--- config.mk ---
export PLATFORM = sky130hd
export DESIGN_NAME = int_ctrl
export DESIGN_NICKNAME = d
export VERILOG_FILES = /design/src/rtl/int_pkg.sv /design/src/rtl/irq_sync_edge.sv /design/src/rtl/int_ctrl.sv
export SDC_FILE = /design/constraint.sdc
export NUM_CORES = 1
export LEC_CHECK = 0
export CAP_MARGIN = 20
export CORE_MARGIN = 2
export CORE_UTILIZATION = 35
export CTS_BUF_LIST = sky130_fd_sc_hd__clkbuf_16
export DETAILED_ROUTE_END_ITERATION = 6
export DONT_BUFFER_PORTS = 1
export PLACE_DENSITY_LB_ADDON = 0.05
export SLEW_MARGIN = 30
export SYNTH_ARGS = -nofsm -noshare
export SYNTH_HDL_FRONTEND = slang
export SYNTH_SLANG_ARGS = --single-unit
--- constraint.sdc ---
create_clock -name clk -period 2.5 [get_ports clk]
set_input_delay 0.5 -clock clk [delete_from_list [all_inputs] [get_ports clk]]
set_output_delay 0.5 -clock clk [all_outputs]
set_load 0.01 [all_outputs]
--- src/rtl/int_pkg.sv ---
// Shared constants for the interrupt controller: register map, CAUSE layout
// and FSM state encoding.
package int_pkg;

    localparam logic [1:0] REG_PEND  = 2'd0;
    localparam logic [1:0] REG_MASK  = 2'd1;
    localparam logic [1:0] REG_CAUSE = 2'd2;
    localparam logic [1:0] REG_CTRL  = 2'd3;

    localparam int CAUSE_VALID_BIT = 31;

    typedef enum logic [1:0] {
        IDLE    = 2'd0,
        REQ     = 2'd1,
        SERVICE = 2'd2
    } state_e;

endpackage

--- src/rtl/irq_sync_edge.sv ---
// N-wide two-flop synchronizer followed by a previous-value flop; emits a
// one-cycle rise pulse per source on each synchronized 0->1 transition.
module irq_sync_edge #(
    parameter int N = 8
) (
    input  logic         clk,
    input  logic         reset,
    input  logic [N-1:0] i_irq,
    output logic [N-1:0] o_rise
);

    logic [N-1:0] r_sync1;
    logic [N-1:0] r_sync2;
    logic [N-1:0] r_prev;

    always_ff @(posedge clk or negedge reset) begin
        if (!reset) begin
            r_sync1 <= '0;
            r_sync2 <= '0;
            r_prev  <= '0;
        end else begin
            // NOTE: non-blocking assignments make each stage capture the old value of the one before it, forming a real shift chain.
            r_sync1 <= i_irq;
            r_sync2 <= r_sync1;
            r_prev  <= r_sync2;
        end
    end

    assign o_rise = r_sync2 & ~r_prev;

endmodule

--- src/rtl/int_ctrl.sv ---
// Interrupt controller: latches device edges into PEND, masks and arbitrates
// lowest-id-first, and handshakes INT with the CPU via int_ack / int_eret.
module int_ctrl
    import int_pkg::*;
#(
    parameter int N_IRQ = 8,
    parameter int ID_W  = 5
) (
    input  logic             clk,
    input  logic             reset,
    input  logic [N_IRQ-1:0] irq_in,
    input  logic             sel,
    input  logic             we,
    input  logic [1:0]       addr,
    input  logic [31:0]      wdata,
    output logic [31:0]      rdata,
    input  logic             int_ack,
    input  logic             int_eret,
    output logic             INT
);

    state_e             r_state;
    state_e             w_state_nxt;
    logic [N_IRQ-1:0]   r_pend;
    logic [N_IRQ-1:0]   r_mask;
    logic               r_en;
    logic [ID_W-1:0]    r_cur_id;
    logic               r_int;

    logic [N_IRQ-1:0]   w_rise;
    logic [N_IRQ-1:0]   w_elig;
    logic [N_IRQ-1:0]   w_cur_1h;
    logic [N_IRQ-1:0]   w_pend_clr;
    logic [ID_W-1:0]    w_sel_id;
    logic               w_wr;
    logic               w_cur_elig;
    logic               w_ack_take;
    logic               w_unused_wdata;

    irq_sync_edge #(.N(N_IRQ)) u_sync (
        .clk    (clk),
        .reset  (reset),
        .i_irq  (irq_in),
        .o_rise (w_rise)
    );

    assign w_wr           = sel & we;
    assign w_elig         = r_pend & r_mask & {N_IRQ{r_en}};
    assign w_unused_wdata = ^wdata[31:N_IRQ];

    // Descending scan so the lowest eligible index is the last one written.
    always_comb begin
        // NOTE: every output gets a default first so this block stays purely combinational (no latch).
        w_sel_id = '0;
        w_cur_1h = '0;
        for (int i = N_IRQ - 1; i >= 0; i--) begin
            if (w_elig[i]) w_sel_id = ID_W'(i);
            w_cur_1h[i] = (r_cur_id == ID_W'(i));
        end
    end

    assign w_cur_elig = |(w_elig & w_cur_1h);
    assign w_ack_take = (r_state == REQ) & int_ack;
    assign w_pend_clr = ((w_wr && addr == REG_PEND) ? wdata[N_IRQ-1:0] : '0)
                      | (w_ack_take ? w_cur_1h : '0);

    always_comb begin
        w_state_nxt = r_state;
        case (r_state)
            IDLE:    if (|w_elig) w_state_nxt = REQ;
            REQ:     if (int_ack) w_state_nxt = SERVICE;
                     else if (!w_cur_elig) w_state_nxt = IDLE;
            SERVICE: if (int_eret) w_state_nxt = IDLE;
            default: w_state_nxt = IDLE;
        endcase
    end

    always_ff @(posedge clk or negedge reset) begin
        if (!reset) begin
            r_state <= IDLE;
            r_int   <= 1'b0;
        end else begin
            r_state <= w_state_nxt;
            r_int   <= (w_state_nxt == REQ);
        end
    end

    // A same-cycle rise overrides any clear, so no edge is ever lost.
    always_ff @(posedge clk or negedge reset) begin
        if (!reset) begin
            r_pend   <= '0;
            r_mask   <= '0;
            r_en     <= 1'b0;
            r_cur_id <= '0;
        end else begin
            r_pend <= (r_pend & ~w_pend_clr) | w_rise;
            if (r_state == IDLE && |w_elig) r_cur_id <= w_sel_id;
            if (w_wr && addr == REG_MASK) r_mask <= wdata[N_IRQ-1:0];
            if (w_wr && addr == REG_CTRL) r_en <= wdata[0];
        end
    end

    always_comb begin
        rdata = '0;
        case (addr)
            REG_PEND:  rdata[N_IRQ-1:0] = r_pend;
            REG_MASK:  rdata[N_IRQ-1:0] = r_mask;
            REG_CAUSE: begin
                rdata[CAUSE_VALID_BIT] = (r_state == SERVICE);
                rdata[ID_W-1:0]        = r_cur_id;
            end
            REG_CTRL:  rdata[0] = r_en;
            default:   rdata = '0;
        endcase
    end

    assign INT = r_int;

endmodule

Yosys cells after proc, flatten, opt, wreduce, memory -nomap -nowiden
Cells that the tools add are included.
Widths: inputs -> output; s select.
Storage, ports and cells
  flip-flop bits (word level): 49
  input port bits: 48
  output and inout bits: 33
  word-level logic and storage cells: 61
Cells by class
  equal/unequal tests: 13
  muxes and demuxes: 19
  bitwise logic cells: 11
  reduce and logical (&&, ||, !) cells: 9
Operator list (number)
  $and 8x8->8: 5
  $mux 5: 5
  $eq 5x3->1 const B: 4
  $mux 8: 2
  $not 8->8: 2
  $or 8x8->8: 2
  $reduce_or 8->1: 2
  $pmux 4 s3: 1
  $eq 5x2->1 const B: 2
  $mux 3: 3
  $mux 2: 4
  $eq 2x1->1 const B: 3
  $eq 2x2->1 const B: 3
  $pmux 2 s3: 1
  $pmux 3 s2: 1
  $eq 5x1->1 const B: 1
  $logic_not 5->1: 1
  $logic_and 1x1->1: 4
  $logic_not 2->1: 2
  $pmux 1 s4: 1
  $and 1x1->1: 2
  $mux 1: 1

Depth between registers and ports, before layout
  depth after elaboration: 10
  depth in mapped cells: 5
  mapped depth without buffers: 4

Hierarchy
A second synthesis with hierarchy kept.
Second synthesis, totals
  cell total of the unflattened synthesis: 182
  area total of the unflattened synthesis: 2180.8 um^2
By module, submodules not included
  int_ctrl: times used 1, cells each 150, area each 1470.2 um^2, sequential area each 575.6 um^2
  irq_sync_edge: times used 1, cells each 32, area each 710.7 um^2, sequential area each 600.6 um^2

Least setup slack after synthesis
OpenSTA, ideal clock, no wires.
  path type: input-to-output
  from: input addr[1]
  to: output rdata[0]
  arrival time: 1.292 ns
  data required time: 2.000 ns
  setup slack: 0.708 ns
  stages on the path: 2
  path buffers: 1
  path through: buf_2 -> mux4_1
Between the ends
  cells in the longest elaborated chain, start to end: 2
  elaborated cells on any way between the ends: 5
  classes of those cells: eq/ne (3); mux (1); reduce/logical (1)
RTL lines
  from (decl): line int_ctrl.sv:14  | input logic [1:0] addr,
  $eq 2x2->1 (tied with other cells): line int_ctrl.sv:105  | case (addr)
  $pmux 1 s4 *: line int_ctrl.sv:105
  to (decl): line int_ctrl.sv:16  | output logic [31:0] rdata,
Mark *: on every way between the ends. The rest lies on a longest branch, timed or not.

Worst setup path in the final report
  from: register r_cur_id[0]
  to: output rdata[0]
Between the ends
  cells in the longest elaborated chain, start to end: 1
RTL lines
  from (decl): line int_ctrl.sv:27  | logic [ID_W-1:0] r_cur_id;
  from (signal assigned): line int_ctrl.sv:97  | if (r_state == IDLE && |w_elig) r_cur_id <= w_sel_id;
  $pmux 1 s4: line int_ctrl.sv:105
Every way passes these cells.

==> flow_metrics.tcl <==
set metrics [dict create \
    status "completed" \
    timing.rr.start "r_pend[2]" \
    drt_wl_total_mm 4.16 \
    ctsResizeCount 0 \
    fin_crit_sh 0.753 \
    worst_setup_path_end_kind "output pin" \
    finalMaxSlewViolations 0 \
    start_util 0.361 \
    critPathBufInv 0 \
    tritoncts "yes" \
    finalCriticalPeriod_ns 1.88 \
    rows 28 \
    max_cap_violations 0 \
    cts_root_buf "clkbuf_16" \
    critPathSlowestCell "mux4_1" \
    clock_sinks 47 \
    via_count 1306 \
    drtIter0Drc 45 \
    grt.met1_usage 0.173 \
    globalplace.congestion 0.770 \
    viasPerCell 4.93 \
    dieWidth_um 81.9 \
    p_per_area_mw_per_mm2 969 \
    grt_pass1_vias 1330 \
    final_nets 238 \
    hpwlAfterDp_mm 2.97 \
    coreArea_mm2 0.00589 \
    hp-class "input pin to asynchronous set/reset pin" \
    setup_viol 0 \
    worst_slew_pin_slew_ns 0.590 \
    yosys_register_bits 47 \
    synth_top_family_by_area "simple AND/OR/NAND/NOR gates" \
    synth_area_mm2 0.00212 \
    overflow 0 \
    dp_cells 257 \
    fin_cells 265 \
    portBuffers 0 \
    antenna_found_initial 0 \
    relSlewSlack 0.601 \
    io_pins 81 \
    critPathMaxFanout 8 \
    ys_seq_area_frac 0.554 \
    post_cts_buffers 0 \
    reg2reg_depth 3 \
    critPathLaunchType "flip-flop" \
    die_h_um 81.9 \
    areaGrowthSynthToFinish_pct 8.37 \
    synthSimpleGateAreaFrac 0.128 \
    required_ns 2.00 \
    grt_pass1_wl_mm 6.64 \
    clockBufferDepth 2 \
    use_met2 0.209 \
    max_stage_delay_ns 0.62 \
    fin_skew_ns 0.00488 \
    crit_family "multiplexers" \
    synth.area.mux_share 0.104 \
    clk_pin_slew_ns 0.06 \
    track_usage 0.135 \
    cts_buffers 5 \
    grt_busiest_layer "met2" \
    syn_inst 187 \
    finalHoldViolations 0 \
    yosys_warnings 0 \
    n_fill_cell 590 \
    vdd_drop_max_mv 0.388 \
    cellLeakagePower_nw 1.01 \
    fmax_mhz 532 \
    drtPass1Iterations 4 \
    wl_per_cell_um 15.7 \
    clk_latency_ns 0.28 \
    tns_ns 0 \
    crit_arrival_ns 1.38 \
    path_class "flip-flop to output pin" \
    grt_max_degree 48 \
    ff2ff_setup_slack_ns 0.97 \
    rsz0062_at_grt "no" \
    drive_above_1_share 0.111 \
    reg2reg_to "INT" \
    dieArea_mm2 0.00671 \
    grt_use_met3 0.0407 \
    syn-mean-instance-area_um2 11.4 \
    synth_xor_xnor_area_share 0 \
    cts_hold_buf 1 \
    crit_chain "mux4_1" \
    synthAdderAreaFrac 0 \
    htree_levels 2 \
    ys_types 33 \
    ant_nets 0 \
    synth_compound_area_frac 0.103 \
    drcViolationCount 0 \
    antennaDiodeCount 0 \
]
state kept, by name, summed over array words and instances (netlist names):
name            cells
INT                 1
r_cur_id            3
r_en                1
r_mask              8
r_pend              8
r_state             2
u_sync.r_prev       8
u_sync.r_sync1      8
u_sync.r_sync2      8
metal layers:
layer | up-vias | share of wire
li1 | 617 | -
met1 | 634 | 0.42
met2 | 46 | 0.48
met3 | 9 | 0.076
met4 | 0 | 0.019
met5 | - | 0
report_power, final:
part / internal, mW / switching (mW) / leakage, nW
sequential: 0.885 / 0.173 / 0.539
clock: 0.466 / 0.266 / 0.0759
combinational: 0.203 / 0.238 / 0.400
worst max path at each step:
stage | startpoint | end | cells past startpoint | slack [ns]
floorplan | addr[1] | rdata[0] | 2 | 0.71
global placement | addr[0] | r_mask[6] | 3 | 0.86
detailed placement | addr[0] | r_mask[5] | 3 | 0.86
CTS | r_cur_id[0] | rdata[0] | 1 | 0.61
global route | r_cur_id[2] | rdata[2] | 2 | 0.55
finish | r_cur_id[0] | rdata[0] | 1 | 0.62
cell type report:
class	count	area [um^2]	share of cell area
Sequential cell	47	1180	0.511
Inverter	10	37.5	0.0163
Clock buffer	5	125	0.0544
Timing Repair Buffer	2	35.0	0.0152
Multi-Input combinational cell	124	796	0.346
Tap cell	75	93.8	0.0408
Clock inverter	2	37.5	0.0163
placed cells by master (no fill, tap or decap), types with 5 or more instances in the layout:
master / n
o21ai_0: 8
nand3_1: 7
mux2_2: 9
nand2_1: 22
inv_1: 10
mux2i_1: 7
conb_1: 23
clkbuf_16: 5
dfrtp_1: 47
nor2_1: 12
cells in the mapped netlist:
library cell  count  share of area
a31o_1            1         0.0041
mux4_1            1          0.012
nor2b_1           1         0.0029
nand2_1          22          0.039
conb_1            1         0.0018
nand3b_1          1         0.0035
a31oi_1           1         0.0029
mux2_2            9          0.048
mux2i_1           7          0.033
nor4bb_1          3          0.014
nand4b_1          1         0.0041
clkbuf_1          1         0.0018
nor2_1           12          0.021
a32o_1            3          0.014
or3_1             2         0.0059
a21oi_1           3         0.0071
nor3b_1           1         0.0035
or3b_4            1         0.0053
a22oi_1           4          0.014
mux4_2            1          0.011
dfrtp_1          47           0.55
o21ai_0           8          0.019
nand4_1           3         0.0088
o311ai_0          4          0.016
nand3_1           7          0.016
inv_1            10          0.018
a41oi_4           1          0.013
nor4_1            1         0.0029
buf_4            23          0.081
o211ai_1          1         0.0035
o22ai_1           1         0.0029
buf_2             4         0.0094
o2111a_1          1         0.0053
cell families (layout without fill, tap and decap cells):
| family | after synthesis | in the layout |
|---|---|---|
| compound gates | 28 | 28 |
| buf+inv | 38 | 19 |
| mux | 18 | 18 |
| simple gates | 55 | 55 |
| flops | 47 | 47 |
| other cells | 1 | 23 |
metrics by stage:
stage / area (um^2) / power, mW / utilization / hold WS [ns] / worst slack [ns]
floorplan: 2210 / 1.41 / - / 0.204 / 0.708
global placement: 2110 / 1.49 / 0.359 / 0.206 / 0.858
detailed placement: 2110 / 1.50 / 0.359 / 0.206 / 0.863
CTS: 2300 / 2.26 / 0.391 / 0.0718 / 0.606
global route: 2300 / 2.37 / 0.391 / 0.0708 / 0.551
finish: 2300 / 2.23 / 0.391 / 0.0606 / 0.619
Note: power is estimated with default switching activity, not from simulation.
